<file path="src/rtl/blood_type_encoder_if.sv">
// Strip-reader sample stream into the encoder, plus the encoded result and status back out.
interface blood_type_encoder_if;
  logic       start;
  logic       sample_valid;
  logic       sample_bit;
  logic       busy;
  logic [2:0] bloodType;
  logic       type_valid;
  logic       inconclusive;
  logic       timeout_err;

  modport master (
    output start,
    output sample_valid,
    output sample_bit,
    input  busy,
    input  bloodType,
    input  type_valid,
    input  inconclusive,
    input  timeout_err
  );

  modport slave (
    input  start,
    input  sample_valid,
    input  sample_bit,
    output busy,
    output bloodType,
    output type_valid,
    output inconclusive,
    output timeout_err
  );
endinterface

</file>
<file path="src/rtl/blood_type_encoder.sv">
// Serial 2-of-3 majority voter over anti-A, anti-B and anti-D wells, producing the 3-bit blood
// type code with a valid pulse, a non-unanimity flag and a reader-stall abort.
module blood_type_encoder #(
  parameter int unsigned TIMEOUT = 255,
  parameter int unsigned CNT_W   = 8
) (
  input logic                 clk,
  input logic                 rst,
  blood_type_encoder_if.slave bus
);

  localparam logic [2:0] StIdle   = 3'd0;
  localparam logic [2:0] StReadA  = 3'd1;
  localparam logic [2:0] StReadB  = 3'd2;
  localparam logic [2:0] StReadD  = 3'd3;
  localparam logic [2:0] StReport = 3'd4;

  localparam logic [CNT_W-1:0] WaitLast = CNT_W'(TIMEOUT - 1);

  logic [2:0]       state_q, state_d;
  logic [1:0]       well_cnt_q, well_cnt_d;
  logic [1:0]       tally_q, tally_d;
  logic [CNT_W-1:0] wait_cnt_q, wait_cnt_d;
  logic             maj_a_q, maj_a_d;
  logic             maj_b_q, maj_b_d;
  logic             split_a_q, split_a_d;
  logic             split_b_q, split_b_d;
  logic [2:0]       blood_type_q, blood_type_d;
  logic             inconclusive_q, inconclusive_d;
  logic             type_valid_q, type_valid_d;
  logic             timeout_err_q, timeout_err_d;
  logic             busy_q, busy_d;

  logic       in_read;
  logic       accept;
  logic       last_well;
  logic [1:0] tally_next;
  logic       maj_now;
  logic       split_now;
  logic       wait_expired;

  assign in_read      = (state_q == StReadA) || (state_q == StReadB) || (state_q == StReadD);
  assign accept       = in_read && bus.sample_valid;
  assign last_well    = (well_cnt_q == 2'd2);
  assign tally_next   = tally_q + {1'b0, bus.sample_bit};
  assign maj_now      = (tally_next >= 2'd2);
  assign split_now    = (tally_next != 2'd0) && (tally_next != 2'd3);
  assign wait_expired = in_read && !bus.sample_valid && (wait_cnt_q == WaitLast);

  always_comb begin
    state_d        = state_q;
    well_cnt_d     = well_cnt_q;
    tally_d        = tally_q;
    wait_cnt_d     = wait_cnt_q;
    maj_a_d        = maj_a_q;
    maj_b_d        = maj_b_q;
    split_a_d      = split_a_q;
    split_b_d      = split_b_q;
    blood_type_d   = blood_type_q;
    inconclusive_d = inconclusive_q;
    type_valid_d   = 1'b0;
    timeout_err_d  = 1'b0;
    busy_d         = busy_q;

    case (state_q)
      StIdle: begin
        if (bus.start) begin
          state_d    = StReadA;
          busy_d     = 1'b1;
          well_cnt_d = 2'd0;
          tally_d    = 2'd0;
          wait_cnt_d = '0;
        end
      end

      StReadA, StReadB, StReadD: begin
        if (accept) begin
          wait_cnt_d = '0;
          if (last_well) begin
            well_cnt_d = 2'd0;
            tally_d    = 2'd0;
            case (state_q)
              StReadA: begin
                maj_a_d   = maj_now;
                split_a_d = split_now;
                state_d   = StReadB;
              end
              StReadB: begin
                maj_b_d   = maj_now;
                split_b_d = split_now;
                state_d   = StReadD;
              end
              default: begin
                // Group field is {B present, A present} so that 01 reads as A and 10 as B.
                blood_type_d   = {maj_b_q, maj_a_q, maj_now};
                inconclusive_d = split_a_q | split_b_q | split_now;
                type_valid_d   = 1'b1;
                state_d        = StReport;
              end
            endcase
          end else begin
            well_cnt_d = well_cnt_q + 2'd1;
            tally_d    = tally_next;
          end
        end else if (wait_expired) begin
          // Abort drops partial votes but leaves the last good report on the outputs.
          state_d       = StIdle;
          busy_d        = 1'b0;
          timeout_err_d = 1'b1;
          well_cnt_d    = 2'd0;
          tally_d       = 2'd0;
          wait_cnt_d    = '0;
          maj_a_d       = 1'b0;
          maj_b_d       = 1'b0;
          split_a_d     = 1'b0;
          split_b_d     = 1'b0;
        end else begin
          wait_cnt_d = wait_cnt_q + CNT_W'(1);
        end
      end

      StReport: begin
        state_d = StIdle;
        busy_d  = 1'b0;
      end

      default: begin
        state_d = StIdle;
        busy_d  = 1'b0;
      end
    endcase
  end

  always_ff @(posedge clk) begin
    if (rst) begin
      state_q        <= StIdle;
      well_cnt_q     <= 2'd0;
      tally_q        <= 2'd0;
      wait_cnt_q     <= '0;
      maj_a_q        <= 1'b0;
      maj_b_q        <= 1'b0;
      split_a_q      <= 1'b0;
      split_b_q      <= 1'b0;
      blood_type_q   <= 3'b000;
      inconclusive_q <= 1'b0;
      type_valid_q   <= 1'b0;
      timeout_err_q  <= 1'b0;
      busy_q         <= 1'b0;
    end else begin
      state_q        <= state_d;
      well_cnt_q     <= well_cnt_d;
      tally_q        <= tally_d;
      wait_cnt_q     <= wait_cnt_d;
      maj_a_q        <= maj_a_d;
      maj_b_q        <= maj_b_d;
      split_a_q      <= split_a_d;
      split_b_q      <= split_b_d;
      blood_type_q   <= blood_type_d;
      inconclusive_q <= inconclusive_d;
      type_valid_q   <= type_valid_d;
      timeout_err_q  <= timeout_err_d;
      busy_q         <= busy_d;
    end
  end

  assign bus.busy         = busy_q;
  assign bus.bloodType    = blood_type_q;
  assign bus.type_valid   = type_valid_q;
  assign bus.inconclusive = inconclusive_q;
  assign bus.timeout_err  = timeout_err_q;

endmodule

</file>
<file path="src/flat_wrapper.sv">
// flat-port wrapper written by rule: the top's interface ports become plain ports
module blood_type_encoder_flat 
#(
  parameter int unsigned TIMEOUT = 255,
  parameter int unsigned CNT_W   = 8
)
  (clk, rst, bus_start, bus_sample_valid, bus_sample_bit, bus_busy, bus_bloodType, bus_type_valid, bus_inconclusive, bus_timeout_err);
  blood_type_encoder_if bus_i ();
  input logic clk;
  input logic rst;
  input wire logic [$bits(bus_i.start)-1:0] bus_start;
  input wire logic [$bits(bus_i.sample_valid)-1:0] bus_sample_valid;
  input wire logic [$bits(bus_i.sample_bit)-1:0] bus_sample_bit;
  output wire logic [$bits(bus_i.busy)-1:0] bus_busy;
  output wire logic [$bits(bus_i.bloodType)-1:0] bus_bloodType;
  output wire logic [$bits(bus_i.type_valid)-1:0] bus_type_valid;
  output wire logic [$bits(bus_i.inconclusive)-1:0] bus_inconclusive;
  output wire logic [$bits(bus_i.timeout_err)-1:0] bus_timeout_err;
  assign bus_i.start = bus_start;
  assign bus_i.sample_valid = bus_sample_valid;
  assign bus_i.sample_bit = bus_sample_bit;
  assign bus_busy = bus_i.busy;
  assign bus_bloodType = bus_i.bloodType;
  assign bus_type_valid = bus_i.type_valid;
  assign bus_inconclusive = bus_i.inconclusive;
  assign bus_timeout_err = bus_i.timeout_err;
  blood_type_encoder #(.TIMEOUT(TIMEOUT), .CNT_W(CNT_W)) u_core (.clk(clk), .rst(rst), .bus(bus_i));
endmodule
</file>
<file path="config.mk">
export PLATFORM = sky130hd
export DESIGN_NAME = blood_type_encoder_flat
export DESIGN_NICKNAME = d
export VERILOG_FILES = /design/src/rtl/blood_type_encoder_if.sv /design/src/rtl/blood_type_encoder.sv /design/src/flat_wrapper.sv
export SDC_FILE = /design/constraint.sdc
export NUM_CORES = 1
export LEC_CHECK = 0
export CAP_MARGIN = 20
export CORE_UTILIZATION = 58
export CTS_BUF_LIST = sky130_fd_sc_hd__clkbuf_2 sky130_fd_sc_hd__clkbuf_4 sky130_fd_sc_hd__clkbuf_8
export DETAILED_ROUTE_END_ITERATION = 7
export PLACE_DENSITY = 0.81
export SETUP_SLACK_MARGIN = 0.02
export SLEW_MARGIN = 20
export SYNTH_ARGS = -nofsm -noshare
export SYNTH_HDL_FRONTEND = slang
export SYNTH_SLANG_ARGS = --single-unit
export TNS_END_PERCENT = 100
</file>
<file path="constraint.sdc">
create_clock -name clk -period 2.2 [get_ports clk]
set_input_delay 0.44 -clock clk [delete_from_list [all_inputs] [get_ports clk]]
set_output_delay 0.44 -clock clk [all_outputs]
set_load 0.02 [all_outputs]
</file>
==> impl_results.md <==
- Outcome: finished, final reports clean
- Synth top area cells: dfxtp_1, nor2_1, xnor2_1, mux2i_1, ha_1
- LEAKAGE: 0.000524 uW
- Routed wire per std cell: roughly 13 um
- DRT iter0 DRCs: 28
- Crit path launch type: register
- Net Count, Synth: around 150
- Slew Viols, Final: 0
- Final min period: between 1.5 and 2 ns
- N_diodes: 0
- Crit path largest cell delay: 0.42 ns
- Layout area overhead: 12.3%
- Yosys cell types: 42
- Asr flop ratio synth: 0
- Initial core utilization: 0.635
- Register Area: 520 um^2
- Ys flop type: dfxtp_1
- CTS Root Cell: clkbuf_4
- Core area: between 0.002 and 0.0025 mm^2
- Vias/cell: 5.68
- # setup viols final: 0
- Final antenna-violating net count: 0
- Vias: approximately 1000
- Final wirelength: approximately 2400 um
- CP Buf/Inv Count: 2
- Crit path max-delay family: compound AO/OA/AOI/OAI gates
- Max stage delay cell, worst path: dfxtp_1
- Tightest Hold Check Type: reg2reg
- Io pins: 12
- Worst Max-Slew Pin Slew: about 0.49 ns
- Synth cell count leaders: dfxtp_1, nor2_1, nand2_1, nor3_1
- Busiest grt layer: met2
- Sink Count: 26
- H-Tree Depth: 1
- Critical-path cell list: inv_1 -> ha_1 -> and3_1 -> a211oi_4 -> o31ai_2 -> buf_4 -> a211oi_1
- Sequential share of the synthesized area: 0.409
- Gr ovfl total: 0
- Global Route met1 Usage: 0.272
- Die Y: a little under 50 um
- DRC viols: 0
- Worst vdd ir: roughly 0.35 mV
- Seq cells post-synth: 26
- Setup Skew: 0.00727 ns
- All-Layer GR Usage: 0.224
- Layout net count: 164
- Fin Setup TNS: 0 ns
- Post-synthesis cell area: between 0.001 and 0.0015 mm^2
- Met2 global-route usage: 0.403
- Largest net degree at the start of global routing: 15
- Post-Syn Instances: between 100 and 150
- Grt met3 use: 0.0280
- Synth area leader: dfxtp_1
- Final hold vios: 0
- Worst-Skew Late Latency: between 0.3 and 0.4 ns
- # rows: 16
- Max Fclk: 535 MHz
- Area of the multi-input gates: ~670 um^2
- Vias in the first global route: between 1000 and 1500
- CP Max Fanout: 8
- Worst-path clk slew: ~0.13 ns
- CTS Buffer Depth: 2
- Initial DRT Pass Iterations: 4
- P per Cell Area: ~590 mW/mm^2
- Placer Congestion: 0.821
- Final worst-path cycle share: 0.850
- Layout filler cell count: about 150
- Hpwl dp: 1870 um
- Slew HR: 0.672
- Initial antenna violation count: 0
- Worst path required time: ~2.4 ns
- Setup Fix Bufs, Post-CTS: 0
- Total CTS buffers: 3
- Ys Warns: 0
- RSZ-0062 raised after global routing: false
- Die area: 0.00238 mm^2
- First-pass GRT wire length: approximately 4200 um
- Die width: ~49 um
- CTS tree: done
- CP Capture Type: register
- Synthesized area per cell: 8.95 um^2
- PostCTS Resize Cnt: 0
- Top cell type's share of synthesized area: 0.409
- # port buffers: 11
- Cts hold-fix bufs: 0
- WP data arrival: 2.11 ns
- Layout cells sized above 1: 0.0909
- Hold WS: between 0.4 and 0.5 ns
- Top-count cell post-synth: dfxtp_1
- Number of flops mapped to enable cells by yosys: 0
- WS Path Type: reg2reg
- Max Cap Viol: 0
path summary, 6_finish.rpt:
| kind | startpoint | to | slack (ns) | cells past startpoint |
|---|---|---|---|---|
| min | u_core.bus.inconclusive$_SDFFE_PP0P_ | u_core.bus.inconclusive$_SDFFE_PP0P_ | 0.48 | 2 |
| min reg2reg | u_core.bus.inconclusive$_SDFFE_PP0P_ | u_core.bus.inconclusive$_SDFFE_PP0P_ | 0.48 | 2 |
| max reg2reg | u_core.wait_cnt_q[0]$_SDFFE_PP0P_ | u_core.wait_cnt_q[1]$_SDFFE_PP0P_ | 0.33 | 7 |
| max | u_core.wait_cnt_q[0]$_SDFFE_PP0P_ | u_core.wait_cnt_q[1]$_SDFFE_PP0P_ | 0.33 | 7 |
tightest hold or removal path: stages, from the launching register on:
cell and delay [ns]:
dfxtp_1 0.33, nand2_1 0.06, a21oi_1 0.06
sequential cells by signal (all words and copies together), names as in the netlist:
name and flops:
u_core.bus.busy 1, u_core.bus.type_valid 1, u_core.maj_a_q 1, u_core.bus.timeout_err 1, u_core.tally_q 2, u_core.split_b_q 1, u_core.state_q 3, u_core.wait_cnt_q 8
u_core.bus.bloodType 3, u_core.bus.inconclusive 1, u_core.split_a_q 1, u_core.well_cnt_q 2, u_core.maj_b_q 1
layout make-up:
type,count,share of cell area
repair buffers,14,0.0929
clock buffers,4,0.0254
well taps,27,0.0237
flip-flops and latches,26,0.365
inverters,8,0.0210
multi-input cells,102,0.472
placed cells by master, fill, tap and decap left out, types with 2 or more instances in the layout:
master / netlist / routed
nor3_1: 8 / 8
nand2_1: 13 / 13
buf_4: 2 / 3
nor4_1: 3 / 3
o21ai_0: 2 / 2
clkbuf_4: 0 / 3
a21oi_1: 2 / 2
dfxtp_1: 26 / 26
xnor2_1: 7 / 7
clkdlybuf4s50_1: 0 / 11
nand3_1: 5 / 5
inv_1: 7 / 7
a211oi_1: 2 / 2
nor2_1: 21 / 21
o21ai_1: 2 / 2
nand2b_1: 3 / 3
o221ai_1: 2 / 2
ha_1: 4 / 4
a31oi_1: 2 / 2
mux2i_1: 6 / 6
report_power, final:
group,internal [uW],leakage [uW],total [uW],switching (uW)
clock network,101,0.0000210,231,130
registers,483,0.000210,502,18.4
logic,47.0,0.000293,113,66.4
layer usage:
| layer | up-vias | part of all wire |
|---|---|---|
| met1 | 480 | 0.45 |
| met4 | 0 | 0.0042 |
| met3 | 2 | 0.041 |
| met2 | 25 | 0.51 |
| li1 | 521 | - |
| met5 | - | 0 |
stage by stage:
step | std cells | instance area, um^2 | total power [uW] | utilization | worst slack, ns
finish | 181 | 1430 | 846 | 0.713 | 0.330
global route | 181 | 1430 | 897 | 0.713 | 0.251
CTS | 181 | 1430 | 858 | 0.713 | 0.323
detailed placement | 177 | 1390 | 626 | 0.695 | 0.148
global placement | 177 | 1390 | 620 | 0.695 | 0.194
floorplan | 142 | 1270 | 593 | - | 0.618
cell families (layout without fill, tap and decap cells):
logic type               Yosys count  count (layout)  synth area share
AND/OR/NAND/NOR                   63              63             0.251
buffers and inverters             14              26            0.0600
adder cells (fa/ha/maj)            4               4            0.0394
multiplexers                       6               6            0.0472
XOR/XNOR                           8               8            0.0551
flip-flops                        26              26             0.409
AO/OA/AOI/OAI                     21              21             0.138
Power figures use the tool's default switching activity.
